## src/rtl/distance_filter_if.sv

```systemverilog
// Signal bundle between the echo-timing block (master) and distance_filter (slave).
interface distance_filter_if #(
   parameter int DATA_W = 12
) ();
   logic              trig;
   logic              flush;
   logic [DATA_W-1:0] newest;
   logic [DATA_W-1:0] average;
   logic              avg_valid;
   logic              full;
   logic              rejected;

   modport master (
      output trig, flush, newest,
      input  average, avg_valid, full, rejected
   );

   modport slave (
      input  trig, flush, newest,
      output average, avg_valid, full, rejected
   );
endinterface

```

## src/rtl/distance_filter.sv

```systemverilog
// distance_filter: moving average over the last 2^LOG2_DEPTH distance readings.
// A reading is captured on each falling edge of trig; the running sum is kept
// incrementally by adding the newest sample and dropping the oldest one.
// Optional feature: define OUTLIER_REJECT_EN to discard readings that jump
// more than MAX_JUMP away from the current average (at most REJECT_LIMIT-1
// in a row, so a genuine step change is still tracked).
module distance_filter #(
   parameter int DATA_W       = 12,
   parameter int LOG2_DEPTH   = 3,
   parameter int MAX_JUMP     = 256,
   parameter int REJECT_LIMIT = 3
) (
   input  logic               clk,
   input  logic               reset,
   distance_filter_if.slave   bus
);
   localparam int                DEPTH     = 1 << LOG2_DEPTH;
   localparam int                SUM_W     = DATA_W + LOG2_DEPTH;
   localparam logic [LOG2_DEPTH:0] DEPTH_CNT = (LOG2_DEPTH + 1)'(DEPTH);

   if (LOG2_DEPTH < 1 || LOG2_DEPTH > 6 || MAX_JUMP < 0 || REJECT_LIMIT < 1) begin : g_param_check
      $error("distance_filter: illegal parameter value");
   end

   logic                  last_trig;
   logic                  strobe;
   logic [DATA_W-1:0]     sample_buf [DEPTH];
   logic [LOG2_DEPTH-1:0] wr_ptr;
   logic [LOG2_DEPTH:0]   count;
   logic [SUM_W-1:0]      sum;
   logic [DATA_W-1:0]     oldest;
   logic                  window_full;
   logic                  accept;
   logic                  reject;
   logic                  avg_valid_q;

   assign strobe      = !bus.trig && last_trig;
   assign oldest      = sample_buf[wr_ptr];
   assign window_full = (count == DEPTH_CNT);

`ifdef OUTLIER_REJECT_EN
   localparam int                RC_W      = (REJECT_LIMIT > 2) ? $clog2(REJECT_LIMIT) : 1;
   localparam logic [RC_W-1:0]   REJ_LAST  = RC_W'(REJECT_LIMIT - 1);
   localparam logic [DATA_W-1:0] MAX_JUMP_W = DATA_W'(MAX_JUMP);

   logic [RC_W-1:0]   rej_cnt;
   logic [DATA_W-1:0] diff;
   logic              is_outlier;
   logic              rejected_q;

   // Unsigned magnitude of the jump from the current average.
   always_comb begin
      diff = (bus.newest >= bus.average) ? (bus.newest - bus.average)
                                         : (bus.average - bus.newest);
   end

   assign is_outlier = window_full && (diff > MAX_JUMP_W);
   assign reject     = strobe && !bus.flush && is_outlier && (rej_cnt != REJ_LAST);
   assign accept     = strobe && !bus.flush && !reject;

   // Consecutive-rejection counter; any accepted sample (forced or in-range) clears it.
   always_ff @(posedge clk or negedge reset) begin
      if (!reset) begin
         rej_cnt    <= '0;
         rejected_q <= 1'b0;
      end else begin
         rejected_q <= reject;
         if (bus.flush || accept)
            rej_cnt <= '0;
         else if (reject)
            rej_cnt <= rej_cnt + 1'b1;
      end
   end

   assign bus.rejected = rejected_q;
`else
   assign reject       = 1'b0;
   assign accept       = strobe && !bus.flush;
   assign bus.rejected = reject;
`endif

   // Trigger history for falling-edge detection; tracks trig even during flush.
   always_ff @(posedge clk or negedge reset) begin
      if (!reset)
         last_trig <= 1'b0;
      else
         last_trig <= bus.trig;
   end

   // Ring buffer write; stale entries after flush are masked by count.
   always_ff @(posedge clk or negedge reset) begin
      if (!reset) begin
         for (int i = 0; i < DEPTH; i++)
            sample_buf[i] <= '0;
      end else if (accept) begin
         sample_buf[wr_ptr] <= bus.newest;
      end
   end

   // Pointer, fill count, running sum and the update strobe.
   always_ff @(posedge clk or negedge reset) begin
      if (!reset) begin
         wr_ptr      <= '0;
         count       <= '0;
         sum         <= '0;
         avg_valid_q <= 1'b0;
      end else begin
         avg_valid_q <= accept;
         if (bus.flush) begin
            wr_ptr <= '0;
            count  <= '0;
            sum    <= '0;
         end else if (accept) begin
            wr_ptr <= wr_ptr + 1'b1;
            if (!window_full)
               count <= count + 1'b1;
            sum <= sum + SUM_W'(bus.newest) - (window_full ? SUM_W'(oldest) : '0);
         end
      end
   end

   assign bus.average   = sum[SUM_W-1:LOG2_DEPTH];
   assign bus.full      = window_full;
   assign bus.avg_valid = avg_valid_q;
endmodule

```

## src/flat_wrapper.sv

```systemverilog
// flat-port wrapper written by rule: the top's interface ports become plain ports
module distance_filter_flat 
#(
   parameter int DATA_W       = 12,
   parameter int LOG2_DEPTH   = 3,
   parameter int MAX_JUMP     = 256,
   parameter int REJECT_LIMIT = 3
)
  (clk, reset, bus_trig, bus_flush, bus_newest, bus_average, bus_avg_valid, bus_full, bus_rejected);
  distance_filter_if #(.DATA_W(DATA_W)) bus_i ();
  input  logic clk;
  input  logic reset;
  input wire logic [$bits(bus_i.trig)-1:0] bus_trig;
  input wire logic [$bits(bus_i.flush)-1:0] bus_flush;
  input wire logic [$bits(bus_i.newest)-1:0] bus_newest;
  output wire logic [$bits(bus_i.average)-1:0] bus_average;
  output wire logic [$bits(bus_i.avg_valid)-1:0] bus_avg_valid;
  output wire logic [$bits(bus_i.full)-1:0] bus_full;
  output wire logic [$bits(bus_i.rejected)-1:0] bus_rejected;
  assign bus_i.trig = bus_trig;
  assign bus_i.flush = bus_flush;
  assign bus_i.newest = bus_newest;
  assign bus_average = bus_i.average;
  assign bus_avg_valid = bus_i.avg_valid;
  assign bus_full = bus_i.full;
  assign bus_rejected = bus_i.rejected;
  distance_filter #(.DATA_W(DATA_W), .LOG2_DEPTH(LOG2_DEPTH), .MAX_JUMP(MAX_JUMP), .REJECT_LIMIT(REJECT_LIMIT)) u_core (.clk(clk), .reset(reset), .bus(bus_i));
endmodule
```

## config.mk

```make
export PLATFORM = sky130hd
export DESIGN_NAME = distance_filter_flat
export DESIGN_NICKNAME = d
export VERILOG_FILES = /design/src/rtl/distance_filter_if.sv /design/src/rtl/distance_filter.sv /design/src/flat_wrapper.sv
export SDC_FILE = /design/constraint.sdc
export NUM_CORES = 1
export LEC_CHECK = 0
export BUFFER_PORTS_ARGS = -buffer_cell sky130_fd_sc_hd__buf_4
export CAP_MARGIN = 0
export CORE_MARGIN = 2
export CORE_UTILIZATION = 50
export DETAILED_ROUTE_END_ITERATION = 16
export MAX_ROUTING_LAYER = met4
export PLACE_DENSITY = 0.67
export SLEW_MARGIN = 20
export SYNTH_ARGS = -nofsm -noshare
export SYNTH_HDL_FRONTEND = slang
export SYNTH_SLANG_ARGS = --single-unit
```

## constraint.sdc

```tcl
create_clock -name clk -period 6.5 [get_ports clk]
set_input_delay 0.325 -clock clk [delete_from_list [all_inputs] [get_ports clk]]
set_output_delay 0.325 -clock clk [all_outputs]
set_load 0.05 [all_outputs]
```

==> run summary <==
The run finished with clean final reports. In this run the cell area measured after placement is 6802 um^2. The total area inside the core boundary comes to 12770 um^2. The maximum fanout along the worst path is 24. The vias after detailed routing came out at 4779. The routability-driven placement congestion ratio came out at 0.8235. The all-layer global routing usage is 23.66%. The via count of the first global-routing pass came out at 4798.

The number of violations of the max-capacitance limit is 0. The clock period could shrink to 4.578 ns. The share of synthesized cell area in and, or, nand and nor gates came out at 11.33%. The total inserted antenna cells is 0.

The number of hold violations in the final report came out at 0. The element type at the critical path start is a flop. The initial standard-cell utilization of the core came out at 51.68%.

In this run the deepest clock path goes through 2 buffers. The worst setup path is of the reg2reg kind. The count of buffers inserted at the top-level ports came out at 29.

In this run, the number of DRC markers left after iteration 0 of detailed routing was 408. At the end of the flow, the number of nets in the layout was 703. By area the synthesized netlist is led by sky130_fd_sc_hd__dfrtp_1, sky130_fd_sc_hd__mux2_2, sky130_fd_sc_hd__nand2_1.

The biggest area contributor in the post-synthesis netlist is sky130_fd_sc_hd__dfrtp_1. After synthesis, the share of cell area in mux cells is 13.53%. The top-area cell type share of the netlist area came out at 45.49%. The count of different cell masters after synthesis came out at 58. TritonCTS built the clock tree.

The die span in y is 118.9 um. Among the stages of the critical path, the cell type that occurs most often is sky130_fd_sc_hd__nor2_1. The residual DRC count came out at 0.

The leakage power came out at 3.489 nW. The floorplan step defined a die boundary enclosing 14140 um^2. For this design the ratio of total power to cell area is 306.5 nW/um^2. The number of nets with antenna violations after routing is 0. The worst path uses 70.43% of the clock period. The remaining global-route overflow came out at 0. In this run, synthesis produced a sequential element count of 120. The pin count of the biggest net entering global routing came out at 64.

For this design, the sink count on the clock tree is 120. After synthesis the cells add up to 6601 um^2. The first TritonRoute pass finished after 5 iterations. The transition time at the pin with the least slew margin is 1.106 ns. Yosys mapped a number of flops with a built-in enable equal to 0.

The complex-gate fraction of the synthesized area is 14.14%. Sequential cells were found to cover 45.49% of the synthesized design area. The design internal power came out at 1.594 mW.

The width of the die came out at 118.9 um. The half-perimeter wire length after detailed placement is 10.40 mm. In this run the clock root is driven by a sky130_fd_sc_hd__clkbuf_16. The type of the tightest min-delay check is in2async. The global-route wire length before repair came out at 25.07 mm. During synthesis, Yosys emitted a total of 0 warnings.

The clock network burns 40.4% of the power. The post-synthesis xor/xnor area fraction came out at 1.459%. Setup repair after global routing left no endpoint under its margin.

The synthesized area per cell is 10.09 um^2. The via density per instance is 5.689. Cells with a size suffix above 1 make up 21.26% of the layout. The routed design has 15.26 mm of wire.

At the worst endpoint, the required time is 6.80 ns. The number of gates resized after cts is 0. The maximum ir drop on the vdd rail came out at 185.2 uV. The portion of total power attributed to sequential cells is 38.3%. The routed length per placed instance came out at 18.17 um. By area, the combinational part of the netlist is dominated by compound AO/OA/AOI/OAI gates. The number of rows created at floorplan came out at 41.

The CTS buffer count is 17. The final setup TNS came out at 0 ns. In the layout the commonest cells are sky130_fd_sc_hd__dfrtp_1, sky130_fd_sc_hd__nand2_1, sky130_fd_sc_hd__mux2_2. The most used flip-flop cell after synthesis is sky130_fd_sc_hd__dfrtp_1.

The most common cell after layout, fill and taps aside is sky130_fd_sc_hd__dfrtp_1. Walking the worst path, the cells encountered are buf_4, mux2_2, a221oi_1, a21oi_1, nor2_1, nor2_1, fa_1, inv_1, ha_1, and3_2, a221oi_4, o21a_1, xor2_1, o21ai_1. The relative area change from synthesis to final layout is 11.68%.

The relative slew slack came out at 26.30%. The delay of the slowest cell on the worst path is 1.07 ns. The slowest stage of the critical path is the sky130_fd_sc_hd__dfrtp_1 cell. The clock slew at the register clock pins of the worst setup and hold paths is 0.05 ns.

Derived from the worst setup path, the maximum achievable clock frequency is 218.4 MHz. The number of buffer and inverter stages on the critical path is 2. The post-route cell area came out at 7372 um^2.

The count of hold buffers inserted by post-cts repair came out at 0. The relative contribution of combinational cells to total power is 21.3%. The I/O pin count came out at 31. The switching share of total power came out at 29.45%. The signal arrival time at the worst endpoint is 4.88 ns. The insertion delay of the later-clocked pin in the worst-skew pair is 0.42 ns.

The cell count after synthesis is 654. The net switching component of the power came out at 0.6655 mW. The adder-cell area share of the yosys netlist came out at 7.051%.

The worst setup path is captured at a flop. The clock tree synthesis step divided the H-tree into 4 levels. The number of nets produced by synthesis is 700. The clock skew came out at 0.005300 ns. After synthesis, the share of flip-flops with an asynchronous set or reset is 100.0%. The number of antenna violations at the first check in global routing is 0. The max-slew violation count is 0. The number of post-CTS setup repair buffers is 0. The count of final setup violators came out at 0. The family of cells with the greatest summed delay on the critical path is flip-flops.
[sequential cells by signal, indices dropped and copies added, names as in the netlist]
register / flops
u_core.sum: 15
u_core.last_trig: 1
u_core.bus.avg_valid: 1
u_core.sample_buf: 96
u_core.count: 4
u_core.wr_ptr: 3
[per-stage QoR]
stage	setup slack (ns)	total power, mW	utilization, %	std cells	hold WS [ns]
2_1_floorplan	3.140	1.238	-	654	0.02941
3_3_place_gp	2.088	1.341	53.25	810	0.4558
3_5_place_dp	1.971	1.355	53.25	810	0.4560
4_1_cts	1.985	2.270	57.71	840	0.01781
5_1_grt	1.714	2.370	57.71	840	0.01130
6_report	1.922	2.260	57.71	840	0.01800
[cell families (layout without fill, tap and decap cells)]
logic type,after synthesis,count (layout)
flops,120,120
compound gates,146,146
xor+xnor,11,11
other cells,1,1
mux,78,78
fa+ha+maj,30,30
simple gates,166,166
buf+inv,102,116
[power groups by stage]
stage | clock network, mW | logic [mW] | registers, mW
detailed placement | 0 | 0.479 | 0.876
CTS | 0.925 | 0.481 | 0.864
global route | 0.965 | 0.533 | 0.872
finish | 0.914 | 0.481 | 0.865
global placement | 0 | 0.468 | 0.873
floorplan | 0 | 0.381 | 0.857
[cell type report]
class,instances,area (um^2)
Timing Repair Buffer,32,240.2
Tap cell,172,215.2
Sequential cell,120,3003
Clock buffer,21,470.5
Clock inverter,9,100.1
Fill cell,1082,5401
Multi-Input combinational cell,432,3141
Inverter,54,202.7
[cell usage after synthesis (3+ instances only)]
cell type / instances
sky130_fd_sc_hd__buf_2: 18
sky130_fd_sc_hd__inv_1: 54
sky130_fd_sc_hd__xnor2_1: 6
sky130_fd_sc_hd__mux2i_1: 6
sky130_fd_sc_hd__or4_1: 3
sky130_fd_sc_hd__clkbuf_1: 14
sky130_fd_sc_hd__nand3_1: 13
sky130_fd_sc_hd__o21ai_0: 56
sky130_fd_sc_hd__a21o_1: 7
sky130_fd_sc_hd__and3_1: 6
sky130_fd_sc_hd__nor3_1: 3
sky130_fd_sc_hd__a22oi_1: 18
sky130_fd_sc_hd__nand4_1: 3
sky130_fd_sc_hd__o21a_1: 3
sky130_fd_sc_hd__nor2b_1: 3
sky130_fd_sc_hd__a21oi_1: 30
sky130_fd_sc_hd__buf_4: 14
sky130_fd_sc_hd__nand2_1: 81
sky130_fd_sc_hd__ha_1: 18
sky130_fd_sc_hd__nand3b_1: 3
sky130_fd_sc_hd__dfrtp_1: 120
sky130_fd_sc_hd__a221oi_1: 10
sky130_fd_sc_hd__mux2_2: 69
sky130_fd_sc_hd__fa_1: 12
sky130_fd_sc_hd__xor2_1: 5
sky130_fd_sc_hd__nor2_1: 37
[final timing paths]
kind                                       start                    end  slack (ns)  depth (start not counted)
hold reg to reg            u_core.sample_buf[79]  u_core.sample_buf[79]        0.48                          2
setup reg to reg                u_core.wr_ptr[1]         u_core.sum[10]        1.92                         14
hold / removal                             reset  u_core.sample_buf[82]        0.02                          1
max in group asynchronous                  reset   u_core.sample_buf[3]        5.23                          2
min in group clk                        bus_trig       u_core.last_trig        0.02                          1
setup / recovery                u_core.wr_ptr[1]         u_core.sum[10]        1.92                         14
[layer usage]
layer / vias up / global-route usage, % / routed length (um)
met3: 16 / 6.082 / 593
met2: 102 / 37.50 / 7517
met1: 2411 / 30.41 / 6975
met5: - / - / 0
li1: 2250 / - / -
met4: 0 / 6.324 / 173
Note: power is estimated with default switching activity, not from simulation.
